## config.mk

```make
export PLATFORM = sky130hd
export DESIGN_NAME = apb_master_fsm
export DESIGN_NICKNAME = d
export VERILOG_FILES = /design/src/rtl/apb_master_fsm.sv
export SDC_FILE = /design/constraint.sdc
export NUM_CORES = 1
export LEC_CHECK = 0
export ABC_AREA = 1
export CORE_MARGIN = 2
export CORE_UTILIZATION = 35
export DETAILED_ROUTE_END_ITERATION = 8
export PLACE_DENSITY = 0.84
export SYNTH_ARGS = -nofsm -noshare
export SYNTH_HDL_FRONTEND = slang
export SYNTH_SLANG_ARGS = --single-unit
```

## constraint.sdc

```tcl
create_clock -name APB_clk -period 1.99 [get_ports APB_clk]
set_clock_uncertainty 0.1 [all_clocks]
set_input_delay 0.398 -clock APB_clk [delete_from_list [all_inputs] [get_ports APB_clk]]
set_output_delay 0.398 -clock APB_clk [all_outputs]
set_load 0.03 [all_outputs]
```

## src/rtl/apb_master_fsm.sv

```systemverilog
// APB-side stage of the AXI-to-APB bridge: pops one request entry from the top
// async FIFO, runs a single APB4 transfer and pushes one response entry into
// the bottom async FIFO.
//
// state  | meaning
// -------+------------------------------------------------------------------
// IDLE   | waiting for a request and a free response slot; pops on start
// SETUP  | APB setup phase (PSEL=1, PENABLE=0) from the captured entry
// ACCESS | APB access phase; waits for PREADY or the timeout, then pushes
module apb_master_fsm #(
  parameter int DATASIZE           = 32,
  parameter int ADDRSIZE           = 32,
  parameter int TOP_FIFO_DATA_SIZE = DATASIZE + ADDRSIZE + 4 + DATASIZE / 8,
  parameter int BOT_FIFO_DATA_SIZE = DATASIZE + 2,
  parameter int TIMEOUT            = 256
) (
  input  logic                          APB_clk,
  input  logic                          APB_rst_n,
  input  logic [TOP_FIFO_DATA_SIZE-1:0] rdata_top,
  input  logic                          rempty_top,
  output logic                          rinc_top,
  input  logic                          wfull_bottom,
  output logic                          winc_bottom,
  output logic [BOT_FIFO_DATA_SIZE-1:0] wdata_bottom,
  output logic                          PSEL,
  output logic                          PENABLE,
  output logic                          PWRITE,
  output logic [ADDRSIZE-1:0]           PADDR,
  output logic [DATASIZE-1:0]           PWDATA,
  output logic [DATASIZE/8-1:0]         PSTRB,
  output logic [2:0]                    PPROT,
  input  logic [DATASIZE-1:0]           PRDATA,
  input  logic                          PREADY,
  input  logic                          PSLVERR
);

  localparam int STRB_W   = DATASIZE / 8;
  localparam int PROT_LSB = ADDRSIZE + 1;
  localparam int STRB_LSB = ADDRSIZE + 4;
  localparam int DATA_LSB = ADDRSIZE + 4 + STRB_W;
  localparam int TCW      = (TIMEOUT > 1) ? $clog2(TIMEOUT) : 1;
  localparam int TLAST    = (TIMEOUT > 0) ? TIMEOUT - 1 : 0;
  localparam logic [TCW-1:0] TC_LAST = TCW'(TLAST);

  typedef enum logic [1:0] {
    IDLE   = 2'd0,
    SETUP  = 2'd1,
    ACCESS = 2'd2
  } state_t;

  state_t                state_q, state_d;
  logic                  psel_q, psel_d;
  logic                  penable_q, penable_d;
  logic                  pwrite_q, pwrite_d;
  logic [ADDRSIZE-1:0]   paddr_q, paddr_d;
  logic [DATASIZE-1:0]   pwdata_q, pwdata_d;
  logic [STRB_W-1:0]     pstrb_q, pstrb_d;
  logic [2:0]            pprot_q, pprot_d;
  logic [TCW-1:0]        cnt_q, cnt_d;

  logic                  pop;
  logic                  push;
  logic                  resp_err;
  logic [DATASIZE-1:0]   resp_data;

  // Next-state, captured request fields, timeout counting and response build.
  always_comb begin
    state_d   = state_q;
    psel_d    = psel_q;
    penable_d = penable_q;
    pwrite_d  = pwrite_q;
    paddr_d   = paddr_q;
    pwdata_d  = pwdata_q;
    pstrb_d   = pstrb_q;
    pprot_d   = pprot_q;
    cnt_d     = cnt_q;
    pop       = 1'b0;
    push      = 1'b0;
    resp_err  = 1'b0;
    resp_data = '0;
    case (state_q)
      IDLE: begin
        // Requiring a free response slot before popping means the push
        // at the end of the transfer can never be blocked.
        if (!rempty_top && !wfull_bottom) begin
          pop       = 1'b1;
          state_d   = SETUP;
          psel_d    = 1'b1;
          penable_d = 1'b0;
          pwrite_d  = rdata_top[0];
          paddr_d   = rdata_top[ADDRSIZE:1];
          pprot_d   = rdata_top[PROT_LSB +: 3];
          pstrb_d   = rdata_top[0] ? rdata_top[STRB_LSB +: STRB_W] : '0;
          pwdata_d  = rdata_top[DATA_LSB +: DATASIZE];
        end
      end
      SETUP: begin
        penable_d = 1'b1;
        state_d   = ACCESS;
      end
      ACCESS: begin
        // PREADY is checked first so a completion on the expiry cycle wins.
        if (PREADY) begin
          push      = 1'b1;
          resp_err  = PSLVERR;
          resp_data = pwrite_q ? '0 : PRDATA;
          cnt_d     = '0;
          psel_d    = 1'b0;
          penable_d = 1'b0;
          state_d   = IDLE;
        end else if (TIMEOUT != 0 && cnt_q == TC_LAST) begin
          push      = 1'b1;
          resp_err  = 1'b1;
          cnt_d     = '0;
          psel_d    = 1'b0;
          penable_d = 1'b0;
          state_d   = IDLE;
        end else if (TIMEOUT != 0) begin
          cnt_d = cnt_q + 1'b1;
        end
      end
      default: begin
        state_d   = IDLE;
        psel_d    = 1'b0;
        penable_d = 1'b0;
        cnt_d     = '0;
      end
    endcase
  end

  // State and registered APB outputs; reset aborts any transfer in flight.
  always_ff @(posedge APB_clk or negedge APB_rst_n) begin
    if (!APB_rst_n) begin
      state_q   <= IDLE;
      psel_q    <= 1'b0;
      penable_q <= 1'b0;
      pwrite_q  <= 1'b0;
      paddr_q   <= '0;
      pwdata_q  <= '0;
      pstrb_q   <= '0;
      pprot_q   <= '0;
      cnt_q     <= '0;
    end else begin
      state_q   <= state_d;
      psel_q    <= psel_d;
      penable_q <= penable_d;
      pwrite_q  <= pwrite_d;
      paddr_q   <= paddr_d;
      pwdata_q  <= pwdata_d;
      pstrb_q   <= pstrb_d;
      pprot_q   <= pprot_d;
      cnt_q     <= cnt_d;
    end
  end

  // Pop is gated by reset so a held reset never drains the request FIFO.
  assign rinc_top     = pop & APB_rst_n;
  assign winc_bottom  = push;
  assign wdata_bottom = push ? {resp_data, resp_err, pwrite_q} : '0;

  assign PSEL    = psel_q;
  assign PENABLE = penable_q;
  assign PWRITE  = pwrite_q;
  assign PADDR   = paddr_q;
  assign PWDATA  = pwdata_q;
  assign PSTRB   = pstrb_q;
  assign PPROT   = pprot_q;

endmodule

```

==> results.py, run 1 <==
metrics = {
    "clock_network": {
        "postCtsHoldBufs": 0,
        "root_buffer": "clkbuf_8",
        "clkTransAtPathRegs_ns": 0.09,
        "cts.sinks": 83,
        "clock_path_buffers": 2,
        "clk_latency_ns": 0.34,
        "cts_tree": "built",
        "cts_buffers": 9,
        "cts_max_level": 3,
    },
    "finish": {
        "fin_util_pct": 67.1,
        "layout.nets": 797,
        "area_growth_pct": 89.0,
        "antenna_cells": 0,
        "stdcell_area_um2": 6830,
        "fill_cells": 756,
        "seqCellArea_um2": 2080,
        "multi_input_area_um2": 1760,
        "drive_above_1_share_pct": 21.9,
    },
    "status": {
        "status": "finished with violations",
        "violations": "negative setup slack",
    },
    "die": {
        "die_w_um": 106,
        "core_um2": 10200,
        "ioPinCount": 220,
        "die_h_um": 106,
        "placementRows": 37,
        "dieArea_um2": 11200,
        "start_util_pct": 35.5,
    },
    "placed_design": {
        "io_buffer_count": 219,
        "dp_hpwl_mm": 8.48,
        "gp_congestion": 0.820,
        "placed_cell_area_um2": 5980,
    },
    "timing": {
        "whs_ns": 0.233,
        "fin_crit_sh_pct": 107,
        "maxSlewViolCount": 0,
        "rsz0062_at_grt": "true",
        "slew-limit-headroom_pct": 32.1,
        "hold_violations": 0,
        "max_freq_ghz": 0.470,
        "fin_crit_ns": 2.13,
        "finalSetupViolations": 27,
        "tightest_slew_ns": 1.02,
        "layout_setup_ws_ns": -0.139,
    },
    "routing": {
        "drc": 0,
        "wl_per_cell_um": 15.8,
        "drtIter0Drc": 188,
        "avgViaCountPerCell": 4.70,
        "num_vias": 3883,
        "drt_wl_total_mm": 13.1,
        "drtPass1Iterations": 5,
        "ant_nets": 0,
    },
    "yosys": {
        "synthFlopType": "dfrtp_1",
        "synth_top_area_share_pct": 57.5,
        "postSynth.asyncResetShare_pct": 100,
        "netlist.top_cell.by_area": "dfrtp_1",
        "netlist_instances": 452,
        "syn-num-nets": 563,
        "synth_edf_count": 0,
        "yosys_warnings": 0,
        "yosysUniqueCellTypes": 20,
        "synth-seq-cells": 83,
        "ys_seq_area_share_pct": 57.5,
        "ys_top_cells_by_count": "265 x nand2_1, 83 x dfrtp_1, 42 x nor2_1, 11 x buf_2, 10 x nand3_1",
        "avgSynthCellArea_um2": 8.00,
        "synth.area.top_cells": "dfrtp_1 57%, nand2_1 28%, nor2_1 4.4%",
        "synth_area_um2": 3610,
        "yosysMostFrequentCell": "nand2_1",
    },
    "setup_path": {
        "crit_path_max_incr_delay_ns": 0.37,
        "rrSetupSlack_ns": 0.20,
        "crit_chain": "ha_2, nand2_2, nor2_2, nand2_2, nand2_2, nand2_4, nor2_4, buf_6",
        "timing.rr.end": "PSTRB[2]",
        "critical_path_class": "flip-flop to output pin",
        "end_kind": "output pin",
        "crit_path_frequent_cell": "nand2_2",
        "reg2regPathDepth": 8,
        "cp_max_fo": 3,
        "critPathLaunchType": "flip-flop",
        "cp_data_arrival_time_ns": 1.63,
        "r2r-start": "PENABLE",
        "crit_path_top_delay_cell": "dfrtp_1",
        "cp.required_ns": 1.49,
    },
    "power_and_ir_drop": {
        "combPwrFrac_pct": 45.0,
        "total_power_mw": 6.33,
        "p_sw_share_pct": 38.9,
        "power.density_nw_per_um2": 926,
        "leakage_nw": 3.27,
        "switching_power_mw": 2.46,
        "clkPwrFrac_pct": 18.6,
        "seqPwrFrac_pct": 36.3,
        "power.internal_mw": 3.87,
        "ir_drop_mv": 0.507,
    },
    "global_route": {
        "gr-total-overflow": 0,
        "grt_max_degree": 84,
        "grt_pass1_wl_mm": 19.1,
        "antenna_found_initial": 0,
        "grt_pass1_vias": 4002,
        "track_usage_pct": 21.4,
    },
    "flow_run": {
        "cap_viol_max_count": 0,
    },
    "worst_hold_path": {
        "hp-class": "input pin to asynchronous set/reset pin",
    },
}
[placed cells by master (no fill, tap or decap), types with 3 or more instances in the layout]
master | synthesis | routed
dfrtp_1 | 83 | 82
nor2_2 | 0 | 11
xor2_1 | 3 | 3
nor2_1 | 42 | 7
o21ai_0 | 6 | 6
buf_6 | 7 | 36
inv_1 | 8 | 7
nand2_1 | 265 | 236
dlymetal6s2s_1 | 0 | 3
clkbuf_8 | 0 | 9
clkdlybuf4s50_1 | 0 | 178
clkinv_4 | 0 | 3
nor2_4 | 2 | 26
buf_4 | 0 | 14
nand2_4 | 0 | 22
buf_12 | 0 | 9
nand3_1 | 10 | 10
nand2_2 | 1 | 7
[area by class of cell]
class	instances	share of cell area [%]
timing repair buffer	244	37.8
sequential	83	30.4
multi-input combinational	337	25.8
tap	136	2.49
clock buffer	10	1.87
clock inverter	6	0.971
inverter	11	0.678
[cell families after synthesis]
logic type      Yosys count  share of synthesized area [%]
simple gates            322                           34.4
flops                    83                           57.5
buf+inv                  32                           5.16
compound gates           10                           1.66
xor+xnor                  4                          0.969
fa+ha+maj                 1                          0.346
[sequential cells by signal, summed over array words and instances, names as in the netlist]
signal	cells
PADDR	32
PPROT	3
PWRITE	1
PSTRB	4
PENABLE	1
PSEL	1
cnt_q	8
state_q	1
PWDATA	32
[power by group through the flow]
stage	combinational [mW]	sequential, mW	clock [mW]
after global routing	3.01	2.35	1.30
after CTS	2.69	2.30	1.22
after floorplan	0.596	3.02	0
after detailed placement	2.52	2.33	0
final	2.85	2.30	1.18
after global placement	2.47	2.32	0
[critical path, delay by kind of cell (launching register included)]
kind	cells	cell delay, ns
buf+inv	1	0.13
flops	1	0.37
simple gates	6	0.59
fa+ha+maj	1	0.21
[per-stage QoR]
stage                     instances  setup TNS [ns]  setup slack, ns
after CTS                       822           -2.21          -0.0917
after global routing            827           -4.60           -0.241
final                           827           -2.35           -0.139
after detailed placement        796           -5.89           -0.151
after floorplan                 452               0           0.0734
after global placement          796          -0.834          -0.0335
[metal layers]
metal  track usage, %  share of wire (%)  vias to the layer above
met2             40.0                 53                      197
met1             22.9                 37                     1817
met3             6.31                7.7                       36
met4             7.33                2.8                        0
met5                0                  0                        -
li1                 -                  -                     1833
[what timing repair did]
action                     CTS  global route
setup endpoints to repair   37            36
resized for setup           60            73
setup buffers                8             4
gates cloned                 2             3
pin swaps                    8            33
[how the worst max path moves through the flow]
stage / from / endpoint / slack [ns]
floorplan: PENABLE / rinc_top / 0.07
global route: cnt_q[1] / wdata_bottom[0] / -0.24
global placement: wfull_bottom / PSTRB[3] / -0.03
CTS: PENABLE / wdata_bottom[4] / -0.09
finish: cnt_q[0] / wdata_bottom[0] / -0.14
detailed placement: rempty_top / PWDATA[21] / -0.15
Note: power is estimated with default switching activity, not from simulation.
==> run 2: changes to the inputs <==
--- a/config.mk
+++ b/config.mk
@@ -6,7 +6,8 @@
 export NUM_CORES = 1
 export LEC_CHECK = 0
 export ABC_AREA = 1
-export CORE_MARGIN = 2
+export CORE_ASPECT_RATIO = 0.6
+export CORE_MARGIN = 5
 export CORE_UTILIZATION = 35
 export DETAILED_ROUTE_END_ITERATION = 8
 export PLACE_DENSITY = 0.84
==> results.py, run 2 (synthesis gave the netlist of run 1 again) <==
metrics = {
    "status": {
        "status": "finished with violations",
        "violations": "negative hold slack, negative setup slack",
    },
    "setup_path": {
        "reg2regPathDepth": 13,
        "cp_max_fo": 3,
        "critical_path_buf_inv_count": 1,
        "end_kind": "output pin",
        "critical_path_class": "flip-flop to output pin",
        "timing.rr.end": "PSEL",
        "cp.depth": 8,
        "critPathLaunchType": "flip-flop",
        "cp.required_ns": 1.49,
        "crit_chain": "ha_2, nand2_1, nor2_1, nand2_1, nand2_2, nand2_4, nor2_1, buf_4",
        "startpoint": "cnt_q[0]",
        "r2r-start": "cnt_q[0]",
        "crit_path_max_incr_delay_ns": 0.36,
        "crit_family": "simple AND/OR/NAND/NOR gates",
        "crit_path_top_delay_cell": "dfrtp_1",
        "cp_data_arrival_time_ns": 1.63,
        "cp-endpoint": "wdata_bottom[0]",
        "rrSetupSlack_ns": -0.05,
    },
    "global_route": {
        "use_met2_pct": 32.0,
        "gr-total-overflow": 0,
        "grt_util_met1_pct": 23.7,
        "grt_busiest_layer": "met2",
        "grt_pass1_wl_mm": 18.9,
        "antenna_found_initial": 0,
        "grt_max_degree": 84,
        "track_usage_pct": 18.8,
        "grt_use_met3_pct": 6.26,
        "grt_pass1_vias": 3820,
    },
    "timing": {
        "fin_crit_ns": 2.13,
        "finalSetupTns_ns": -2.95,
        "layout_setup_ws_ns": -0.139,
        "rsz0062_at_grt": "true",
        "finalSetupViolations": 36,
        "whs_ns": -0.0207,
        "tightest_slew_ns": 0.464,
        "hold_violations": 11,
        "maxSlewViolCount": 0,
        "max_freq_ghz": 0.470,
        "fin_crit_sh_pct": 107,
        "slew-limit-headroom_pct": 69.1,
    },
    "clock_network": {
        "root_buffer": "clkbuf_16",
        "clkTransAtPathRegs_ns": 0.06,
        "cts_max_level": 3,
        "postCtsHoldBufs": 0,
        "cts.sinks": 83,
        "cts_buffers": 9,
        "cts_tree": "built",
        "clk_latency_ns": 0.32,
        "clock_path_buffers": 2,
    },
    "power_and_ir_drop": {
        "total_power_mw": 6.75,
        "power.density_nw_per_um2": 1000,
        "ir_drop_mv": 0.578,
        "leakage_nw": 3.23,
    },
    "finish": {
        "area_growth_pct": 86.4,
        "final_cells": 829,
        "layout.cells.most_common_list": "251 x nand2_1, 179 x clkdlybuf4s50_1, 82 x dfrtp_1, 30 x buf_6, 28 x buf_4",
        "stdcell_area_um2": 6740,
        "fin_util_pct": 67.5,
        "antenna_cells": 0,
        "layout_commonest_cell": "nand2_1",
        "layout.nets": 800,
        "drive_above_1_share_pct": 19.7,
        "seqCellArea_um2": 2080,
        "fill_cells": 751,
        "multi_input_area_um2": 1610,
    },
    "routing": {
        "drtPass1Iterations": 4,
        "num_vias": 3819,
        "wl_per_cell_um": 15.8,
        "drtIter0Drc": 232,
        "ant_nets": 0,
        "avgViaCountPerCell": 4.61,
        "drc": 0,
        "drt_wl_total_mm": 13.1,
    },
    "placed_design": {
        "placed_cell_area_um2": 5920,
        "dp_hpwl_mm": 8.79,
        "io_buffer_count": 219,
        "dp_worst_setup_slack_ns": -0.0330,
        "gp_congestion": 0.797,
        "place_inst": 792,
    },
    "die": {
        "ioPinCount": 220,
        "dieArea_um2": 12500,
        "die_w_um": 141,
        "placementRows": 28,
        "start_util_pct": 36.2,
        "die_h_um": 88.7,
        "core_um2": 9980,
    },
    "worst_hold_path": {
        "hp-class": "input pin to asynchronous set/reset pin",
    },
    "flow_run": {
        "cap_viol_max_count": 0,
    },
}
==> run 2: worst reg2reg max path, stage by stage (launching register included) <==
cell     delay, ns
dfrtp_1       0.36
ha_2          0.19
nand2_1       0.05
nor2_1        0.15
nand2_1       0.12
buf_4         0.15
buf_4         0.12
buf_4         0.12
buf_4         0.12
buf_4         0.13
nand3_2       0.14
nand2_1       0.08
nand2_1       0.07
nand2_1       0.04
==> run 2: repair_timing <==
| item | CTS | global route |
|---|---|---|
| gates resized for setup | 10 | 75 |
| setup endpoints to repair | 37 | 43 |
| pin swaps | 2 | 20 |
| buffers inserted | 15 | 5 |
| gates cloned | 2 | 0 |
==> run 2: cell type report <==
class	instances	share of cell area, %
Tap cell	135	2.51
Multi-Input combinational cell	337	23.9
Clock inverter	3	0.669
Sequential cell	83	30.9
Inverter	11	0.650
Clock buffer	13	4.01
Timing Repair Buffer	247	37.4
==> run 2: worst min path at each step <==
stage                      endpoint  cells after the start
after floorplan            PADDR[0]                      0
after global placement    PADDR[15]                      2
after detailed placement  PADDR[20]                      2
after CTS                  PPROT[1]                      2
after global routing      PWDATA[2]                      2
final                     PWDATA[0]                      2
==> run 2: report_power, final <==
group / internal, mW / switching (mW) / total, mW
clock: 1.07 / 0.628 / 1.70
sequential: 2.07 / 0.225 / 2.29
combinational: 1.18 / 1.58 / 2.76
==> run 2: per-layer routing <==
| layer | share of wire (%) | vias up |
|---|---|---|
| li1 | - | 1839 |
| met1 | 40 | 1810 |
| met2 | 51 | 136 |
| met3 | 6.3 | 34 |
| met4 | 3.3 | 0 |
| met5 | 0 | - |
